$ cat src/rtl/irq_gen_if.sv
// Register port between the memory stage and irq_gen.
// The master side drives the write/read strobes; irq_gen returns registered read data.
interface irq_gen_if;
    logic        wen;
    logic [1:0]  waddr;
    logic [31:0] wdata;
    logic [1:0]  raddr;
    logic [31:0] rdata;

    modport master (
        output wen,
        output waddr,
        output wdata,
        output raddr,
        input  rdata
    );

    modport slave (
        input  wen,
        input  waddr,
        input  wdata,
        input  raddr,
        output rdata
    );
endinterface

$ cat src/rtl/irq_gen.sv
// Interrupt source block: down-counting timer on bit 0, fifteen external edge sources on bits 15:1.
// Build option IRQ_GEN_SYNC_EN adds two-flop synchronizers on ext_irq (otherwise a single sample flop).
module irq_gen #(
    parameter logic [15:0] RESET_MASK = 16'hFFFF
) (
    input  logic        clk,
    input  logic        rst_n,
    input  logic        clk_en,
    input  logic [14:0] ext_irq,
    irq_gen_if.slave    bus,
    output logic [15:0] interrupts
);

    localparam logic [1:0] ADDR_CTRL   = 2'd0;
    localparam logic [1:0] ADDR_COUNT  = 2'd1;
    localparam logic [1:0] ADDR_RELOAD = 2'd2;
    localparam logic [1:0] ADDR_MASK   = 2'd3;

    logic        r_en;
    logic        r_auto;
    logic [31:0] r_count;
    logic [31:0] r_reload;
    logic [15:0] r_mask;
    logic [14:0] r_ext_prev;

    logic        w_wr_ctrl;
    logic        w_wr_count;
    logic        w_wr_reload;
    logic        w_wr_mask;
    logic        w_tick;
    logic        w_fire;
    logic        w_en_nxt;
    logic        w_auto_nxt;
    logic [31:0] w_count_nxt;
    logic [31:0] w_reload_nxt;
    logic [15:0] w_mask_nxt;
    logic [31:0] w_rdata_nxt;
    logic [14:0] w_ext_level;
    logic [14:0] w_ext_rise;
    logic [15:0] w_event;

    // One enabled timer step: decrement, or on zero reload (AUTO) / park at zero (one-shot).
    function automatic logic [31:0] timer_step(
        input logic [31:0] count,
        input logic [31:0] reload,
        input logic        auto_mode
    );
        if (count != 32'd0) begin
            return count - 32'd1;
        end else if (auto_mode) begin
            return reload;
        end else begin
            return 32'd0;
        end
    endfunction

    // Write decode and timer next-state; software writes to CTRL/COUNT override the timer.
    always_comb begin
        w_wr_ctrl    = 1'b0;
        w_wr_count   = 1'b0;
        w_wr_reload  = 1'b0;
        w_wr_mask    = 1'b0;
        if (bus.wen) begin
            case (bus.waddr)
                ADDR_CTRL:   w_wr_ctrl   = 1'b1;
                ADDR_COUNT:  w_wr_count  = 1'b1;
                ADDR_RELOAD: w_wr_reload = 1'b1;
                ADDR_MASK:   w_wr_mask   = 1'b1;
                default:     w_wr_ctrl   = 1'b0;
            endcase
        end else begin
            w_wr_ctrl = 1'b0;
        end

        w_tick = clk_en & r_en;
        w_fire = w_tick & (r_count == 32'd0);

        w_en_nxt     = r_en;
        w_auto_nxt   = r_auto;
        w_count_nxt  = r_count;
        w_reload_nxt = r_reload;
        w_mask_nxt   = r_mask;

        if (w_wr_ctrl) begin
            w_en_nxt   = bus.wdata[0];
            w_auto_nxt = bus.wdata[1];
        end else if (w_wr_count) begin
            w_en_nxt = r_en;
        end else if (w_fire && !r_auto) begin
            w_en_nxt = 1'b0;
        end else begin
            w_en_nxt = r_en;
        end

        if (w_wr_count) begin
            w_count_nxt = bus.wdata;
        end else if (w_wr_ctrl) begin
            w_count_nxt = r_count;
        end else if (w_tick) begin
            w_count_nxt = timer_step(r_count, r_reload, r_auto);
        end else begin
            w_count_nxt = r_count;
        end

        if (w_wr_reload) begin
            w_reload_nxt = bus.wdata;
        end else begin
            w_reload_nxt = r_reload;
        end

        if (w_wr_mask) begin
            w_mask_nxt = bus.wdata[15:0];
        end else begin
            w_mask_nxt = r_mask;
        end
    end

`ifdef IRQ_GEN_SYNC_EN
    logic [14:0] r_sync1;
    logic [14:0] r_sync2;

    // Two-flop synchronizer for the asynchronous request lines.
    always_ff @(posedge clk or negedge rst_n) begin
        if (!rst_n) begin
            r_sync1 <= 15'd0;
            r_sync2 <= 15'd0;
        end else begin
            r_sync1 <= ext_irq;
            r_sync2 <= r_sync1;
        end
    end

    assign w_ext_level = r_sync2;
`else
    logic [14:0] r_samp;

    // Single sample flop; ext_irq is assumed synchronous to clk in this build.
    always_ff @(posedge clk or negedge rst_n) begin
        if (!rst_n) begin
            r_samp <= 15'd0;
        end else begin
            r_samp <= ext_irq;
        end
    end

    assign w_ext_level = r_samp;
`endif

    assign w_ext_rise = w_ext_level & ~r_ext_prev;
    assign w_event    = {w_ext_rise, w_fire};

    // Read mux over pre-edge register values; unused bits read as zero.
    always_comb begin
        w_rdata_nxt = 32'd0;
        case (bus.raddr)
            ADDR_CTRL:   w_rdata_nxt = {30'd0, r_auto, r_en};
            ADDR_COUNT:  w_rdata_nxt = r_count;
            ADDR_RELOAD: w_rdata_nxt = r_reload;
            ADDR_MASK:   w_rdata_nxt = {16'd0, r_mask};
            default:     w_rdata_nxt = 32'd0;
        endcase
    end

    // Software-visible registers and timer state.
    always_ff @(posedge clk or negedge rst_n) begin
        if (!rst_n) begin
            r_en     <= 1'b0;
            r_auto   <= 1'b0;
            r_count  <= 32'd0;
            r_reload <= 32'd0;
            r_mask   <= RESET_MASK;
        end else begin
            r_en     <= w_en_nxt;
            r_auto   <= w_auto_nxt;
            r_count  <= w_count_nxt;
            r_reload <= w_reload_nxt;
            r_mask   <= w_mask_nxt;
        end
    end

    // Edge-detect history, masked event pulses and read data; all run regardless of clk_en.
    always_ff @(posedge clk or negedge rst_n) begin
        if (!rst_n) begin
            r_ext_prev <= 15'd0;
            interrupts <= 16'd0;
            bus.rdata  <= 32'd0;
        end else begin
            r_ext_prev <= w_ext_level;
            interrupts <= w_event & r_mask;
            bus.rdata  <= w_rdata_nxt;
        end
    end

endmodule

$ cat src/flat_wrapper.sv
// flat-port wrapper written by rule: the top's interface ports become plain ports
module irq_gen_flat 
#(
    parameter logic [15:0] RESET_MASK = 16'hFFFF
)
  (clk, rst_n, clk_en, ext_irq, interrupts, bus_wen, bus_waddr, bus_wdata, bus_raddr, bus_rdata);
  irq_gen_if bus_i ();
  input  logic clk;
  input  logic rst_n;
  input  logic clk_en;
  input  logic [14:0] ext_irq;
  output logic [15:0] interrupts;
  input wire logic [$bits(bus_i.wen)-1:0] bus_wen;
  input wire logic [$bits(bus_i.waddr)-1:0] bus_waddr;
  input wire logic [$bits(bus_i.wdata)-1:0] bus_wdata;
  input wire logic [$bits(bus_i.raddr)-1:0] bus_raddr;
  output wire logic [$bits(bus_i.rdata)-1:0] bus_rdata;
  assign bus_i.wen = bus_wen;
  assign bus_i.waddr = bus_waddr;
  assign bus_i.wdata = bus_wdata;
  assign bus_i.raddr = bus_raddr;
  assign bus_rdata = bus_i.rdata;
  irq_gen #(.RESET_MASK(RESET_MASK)) u_core (.clk(clk), .rst_n(rst_n), .clk_en(clk_en), .ext_irq(ext_irq), .bus(bus_i), .interrupts(interrupts));
endmodule
$ cat config.mk
export PLATFORM = sky130hd
export DESIGN_NAME = irq_gen_flat
export DESIGN_NICKNAME = d
export VERILOG_FILES = /design/src/rtl/irq_gen_if.sv /design/src/rtl/irq_gen.sv /design/src/flat_wrapper.sv
export SDC_FILE = /design/constraint.sdc
export NUM_CORES = 1
export LEC_CHECK = 0
export BUFFER_PORTS_ARGS = -buffer_cell sky130_fd_sc_hd__buf_4
export CORE_AREA = 10 10 122 124
export CTS_CLUSTER_SIZE = 12
export DETAILED_ROUTE_END_ITERATION = 10
export DIE_AREA = 0 0 132 134
export GPL_TIMING_DRIVEN = 0
export PLACE_DENSITY = 0.78
export SYNTH_ARGS = -nofsm -noshare
export SYNTH_HDL_FRONTEND = slang
export SYNTH_SLANG_ARGS = --single-unit
$ cat constraint.sdc
create_clock -name clk -period 3.3 [get_ports clk]
set_input_delay 0.165 -clock clk [delete_from_list [all_inputs] [get_ports clk]]
set_output_delay 0.165 -clock clk [all_outputs]
set_load 0.005 [all_outputs]
# After elaboration in Yosys (flattened, before gate mapping)
# Index checks and enable logic that the tools add are counted.
# word_totals
ff_bits,160
latchBits,0
ram_bits,0
romBits,0
input_bits,55
output_inout_bits,48
wordCells,50
memories,0
# classes
n_addsub,1
multipliers,0
div,0
n_lt_le_gt_ge,0
eq_ne,8
shifts,0
n_mux,17
bitwise,5
reduce_logical,10
# ops
operator,n
two-way mux 32 bit,5
one-hot mux 32 bit (4 select lines),1
logical NOT 32 bit,1
nonzero test 32 bit,1
subtractor 32 x 1 -> 32 bit (second input constant),1
bitwise AND 16 bit,1
bitwise AND 15 bit,1
NOT 15 bit,1
two-way mux 1 bit,11
== test 2 bit (second input constant),4
== test 2 x 1 -> 1 bit (second input constant),2
logical NOT 2 bit,2
AND reduction 2 bit,2
nonzero test 2 bit,2
bitwise AND 1 bit,2
!= test 2 x 1 -> 1 bit (second input constant),1
!= test 2 bit (second input constant),1
logical AND 1 bit,1
logical NOT 1 bit,1

# Depth between registers and ports, before layout
# logic_depth
depth_word,6
mapped_depth,9
ltp_nobuf,7

# Worst setup path after synthesis
# OpenSTA, ideal clock, no wires.
# synth_path
path_type,flip-flop to flip-flop
start,reg u_core.r_count[3]
end,reg u_core.r_count[11]
setup_ns,0.090
t_arrival_ns,2.237
required_time_ns,3.210
setup_slack_ns,0.972
stages_incl_launch_ff,9
n_path_buf,3
period_less_slack_ns,2.328
path_cell_list,dfrtp_1 buf_6 or4_4 buf_6 nor4_4 and3_1 buf_6 mux2_2 o221ai_1
# synth_between
elab_chain_len,5
elab_cells_between_ends,6
classes_between,add/sub: 1; mux: 4; reduce/logical: 1
# synth_rtl
item,line_no,text
"start, declared",irq_gen.sv:21,logic [31:0] r_count;
"start signal, assigned",irq_gen.sv:175,r_count <= w_count_nxt;
subtractor 32 x 1 -> 32 bit or nonzero test 32 bit (tied branches),"irq_gen.sv:49, irq_gen.sv:48",
two-way mux 32 bit *,irq_gen.sv:48,if (count != 32'd0) begin
two-way mux 32 bit *,irq_gen.sv:99,end else if (w_tick) begin
two-way mux 32 bit *,irq_gen.sv:97,end else if (w_wr_ctrl) begin
two-way mux 32 bit *,irq_gen.sv:95,if (w_wr_count) begin
# Mark *: on every way between the ends. The rest lies on a longest branch, timed or not. The select of a mux whose other input is x is not followed.
# A chain may end at the register's enable or synchronous reset.

# Worst setup path after layout
# layout_path
start,reg u_core.r_count[12]
end,reg u_core.r_count[16]
# The elaborated chain is that of the path after synthesis.

==> flow_metrics.py <==
metrics = {
    "yosys": {
        "ys_ff_latch": 160,
        "synthFlopType": "dfrtp_1",
        "syn-cell-area_um2": 6954,
        "synth_cell_type_count": 60,
        "avgSynthCellArea_um2": 12.40,
        "synthCells": 561,
        "synth_edf_count": 0,
        "syn_nets": 617,
        "async_flop_share_pct": 100.0,
        "ys_seq_area_share_pct": 57.86,
        "synth_warnings": 0,
    },
    "timing": {
        "fin_crit_ps": 3190,
        "setup_tns_ps": 0,
        "slew_headroom_pct": 36.01,
        "tightest_slew_ps": 956.9,
        "setup_viol": 0,
        "rsz0062_at_grt": "false",
        "setup_ws_ps": 110.1,
        "clock.fmax_mhz": 313.5,
        "slew_violations": 0,
        "fin_skew_ps": 7.684,
        "min_period_over_period_pct": 96.67,
        "finalHoldViolations": 0,
    },
    "power": {
        "powerDensity_nw_per_um2": 633.8,
        "ir_drop_uv": 451.2,
        "p_leak_nw": 3.925,
        "power.total_mw": 5.701,
    },
    "critical_path": {
        "critPathTopFamily": "simple AND/OR/NAND/NOR gates",
        "crit_type": "flip-flop to flip-flop",
        "crit_path_top_delay_cell": "nand4_1",
        "path_buf_inv": 1,
        "path_cells": "or3_1, clkbuf_1, nor4_1, nand4_1, nor2_2, a221oi_1",
        "crit_fanout": 9,
        "max_stage_delay_ps": 640,
        "start_kind": "flip-flop",
        "arrival_ps": 3470,
        "crit_required_ps": 3580,
        "endpoint_kind": "flip-flop",
    },
    "global_routing": {
        "grt_antenna_before_repair": 0,
        "track_usage_pct": 24.31,
        "grt-ovfl-total": 0,
        "grt_pass1_vias": 5881,
        "grt_max_degree": 89,
        "grt_pass1_wl_mm": 33.55,
    },
    "cells_and_area": {
        "layout-drive-gt1-share_pct": 31.35,
        "syn2layout_area_growth_pct": 29.33,
        "final_cell_mix": "144 x dfrtp_1, 99 x buf_4, 65 x mux2_2, 46 x dlygate4sd3_1, 36 x nand2_1",
        "nNetsFinal": 783,
        "final_common_cell": "dfrtp_1",
        "diodes": 0,
    },
    "detailed_routing": {
        "via_count": 5530,
        "via_per_inst": 6.064,
        "drt_iter0_drc": 488,
        "routed_wl_mm": 21.26,
        "detail-route-antenna-nets": 0,
        "routedWlPerCell_um": 23.31,
        "first_pass_iters": 5,
        "drc": 0,
    },
    "flow_run": {
        "drv_cap": 0,
    },
    "status": {
        "status": "finished, final reports clean",
    },
    "clock_network": {
        "clock_latency_ps": 440,
        "post_cts_buffers": 0,
        "root_buffer": "clkbuf_16",
        "path_clk_slew_ps": 70,
        "cts_inserted_buffers": 17,
        "cts_sinks": 160,
        "cts_tree": "done",
        "clockBufferDepth": 2,
        "h-tree-depth": 4,
    },
    "worst_hold_path": {
        "holdCritPathClass": "primary input to flip-flop",
    },
    "placement": {
        "place.gp.congestion": 0.8693,
        "place_ws_ps": 199.9,
        "dpl.hpwl_mm": 14.44,
        "io_buffers": 100,
    },
    "floorplanning": {
        "chipHeight_um": 134,
        "io_pins": 103,
        "core_um2": 12470,
        "die_w_um": 132,
        "die_area_um2": 17690,
        "start_util_pct": 55.79,
        "rows": 41,
    },
}
-- what timing repair did --
action | CTS | global route
endpoints found under the setup margin | 0 | 3
hold endpoints to repair | 133 | 0
gates resized for setup | 0 | 1
hold buffers | 46 | 0
-- sequential cells by signal, indices dropped and copies added (netlist names) --
signal and count:
u_core.r_count 32, u_core.r_en 1, u_core.r_reload 32, u_core.r_mask 16, u_core.interrupts 16, u_core.r_ext_prev 15
u_core.bus.rdata 32, u_core.r_samp 15, u_core.r_auto 1
-- power by group --
group	internal [mW]	switching, mW	total, mW	leakage [nW]
sequential	2.31	0.281	2.59	1.92
combinational	0.600	0.579	1.18	1.74
clock	1.06	0.867	1.93	0.270
-- stage by stage --
| step | cells | hold slack [ps] | area [um^2] | utilization [%] |
|---|---|---|---|---|
| 2_1_floorplan | 561 | -130.6 | 6954 | - |
| 4_1_cts | 912 | 3.428 | 8987 | 72.10 |
| 3_3_place_gp | 833 | 274.7 | 7920 | 63.54 |
| 6_report | 912 | 8.513 | 8994 | 72.15 |
| 5_1_grt | 912 | 9.215 | 8994 | 72.15 |
| 3_5_place_dp | 834 | 216.6 | 7958 | 63.84 |
-- cell type report --
| type | instances | area (um^2) |
|---|---|---|
| Sequential cell | 160 | 4024 |
| Fill cell | 873 | 3472 |
| Multi-Input combinational cell | 356 | 2738 |
| Timing Repair Buffer | 147 | 1242 |
| Clock buffer | 19 | 432.9 |
| Tap cell | 172 | 215.2 |
| Buffer | 39 | 182.7 |
| Clock inverter | 13 | 136.4 |
| Inverter | 6 | 22.52 |
-- cells by family after synthesis --
family,Yosys count,share of synthesized area [%]
flops,160,57.86
buf+inv,45,2.951
compound gates,123,13.31
fa+ha+maj,1,0.1799
xor+xnor,14,1.763
mux,69,11.46
simple gates,149,12.47
-- layer usage --
layer	track usage, %	part of all wire, %	wire length [um]	up-vias
met1	28.63	39	8378	2795
met2	40.75	50	10670	244
met5	0	0	0	-
met4	9.827	2.8	605	0
met3	7.394	7.5	1602	45
li1	-	-	-	2446
-- worst min-delay path: cells and delay by family --
family	cells	cell delay, ps
buffers and inverters	1	110
AND/OR/NAND/NOR	1	50
AO/OA/AOI/OAI	1	70
-- cell usage after synthesis, drive strengths merged (5+ instances only) --
cell type,n,share of area [%]
nor4,17,1.7
a21oi,11,0.79
nand4,7,0.63
o31ai,5,0.54
or3,5,0.45
a22o,34,4.3
a221oi,5,0.63
mux2,65,11
a31oi,10,0.90
xnor2,11,1.4
nor3,12,1.2
nand3,7,0.50
clkbuf,30,1.6
buf,9,1.0
and3b,13,1.6
inv,6,0.32
a22oi,5,0.54
dfrtp,144,52
nor2,23,1.3
o21ai,12,0.86
or4,8,0.92
nand2,36,1.9
o22ai,11,0.99
dfstp,16,6.0
-- worst paths after layout --
path	from	endpoint	slack, ps	depth (start not counted)
max	u_core.r_count[12]	u_core.r_count[16]	110	6
min	bus_wdata[1]	u_core.r_auto	9	3
max reg2reg	u_core.r_count[12]	u_core.r_count[16]	110	6
min reg2reg	u_core.r_samp[7]	u_core.r_ext_prev[7]	370	0
max in group asynchronous	rst_n	u_core.r_mask[6]	2130	3
min in group asynchronous	rst_n	u_core.r_count[29]	300	2
Power figures use the tool's default switching activity.
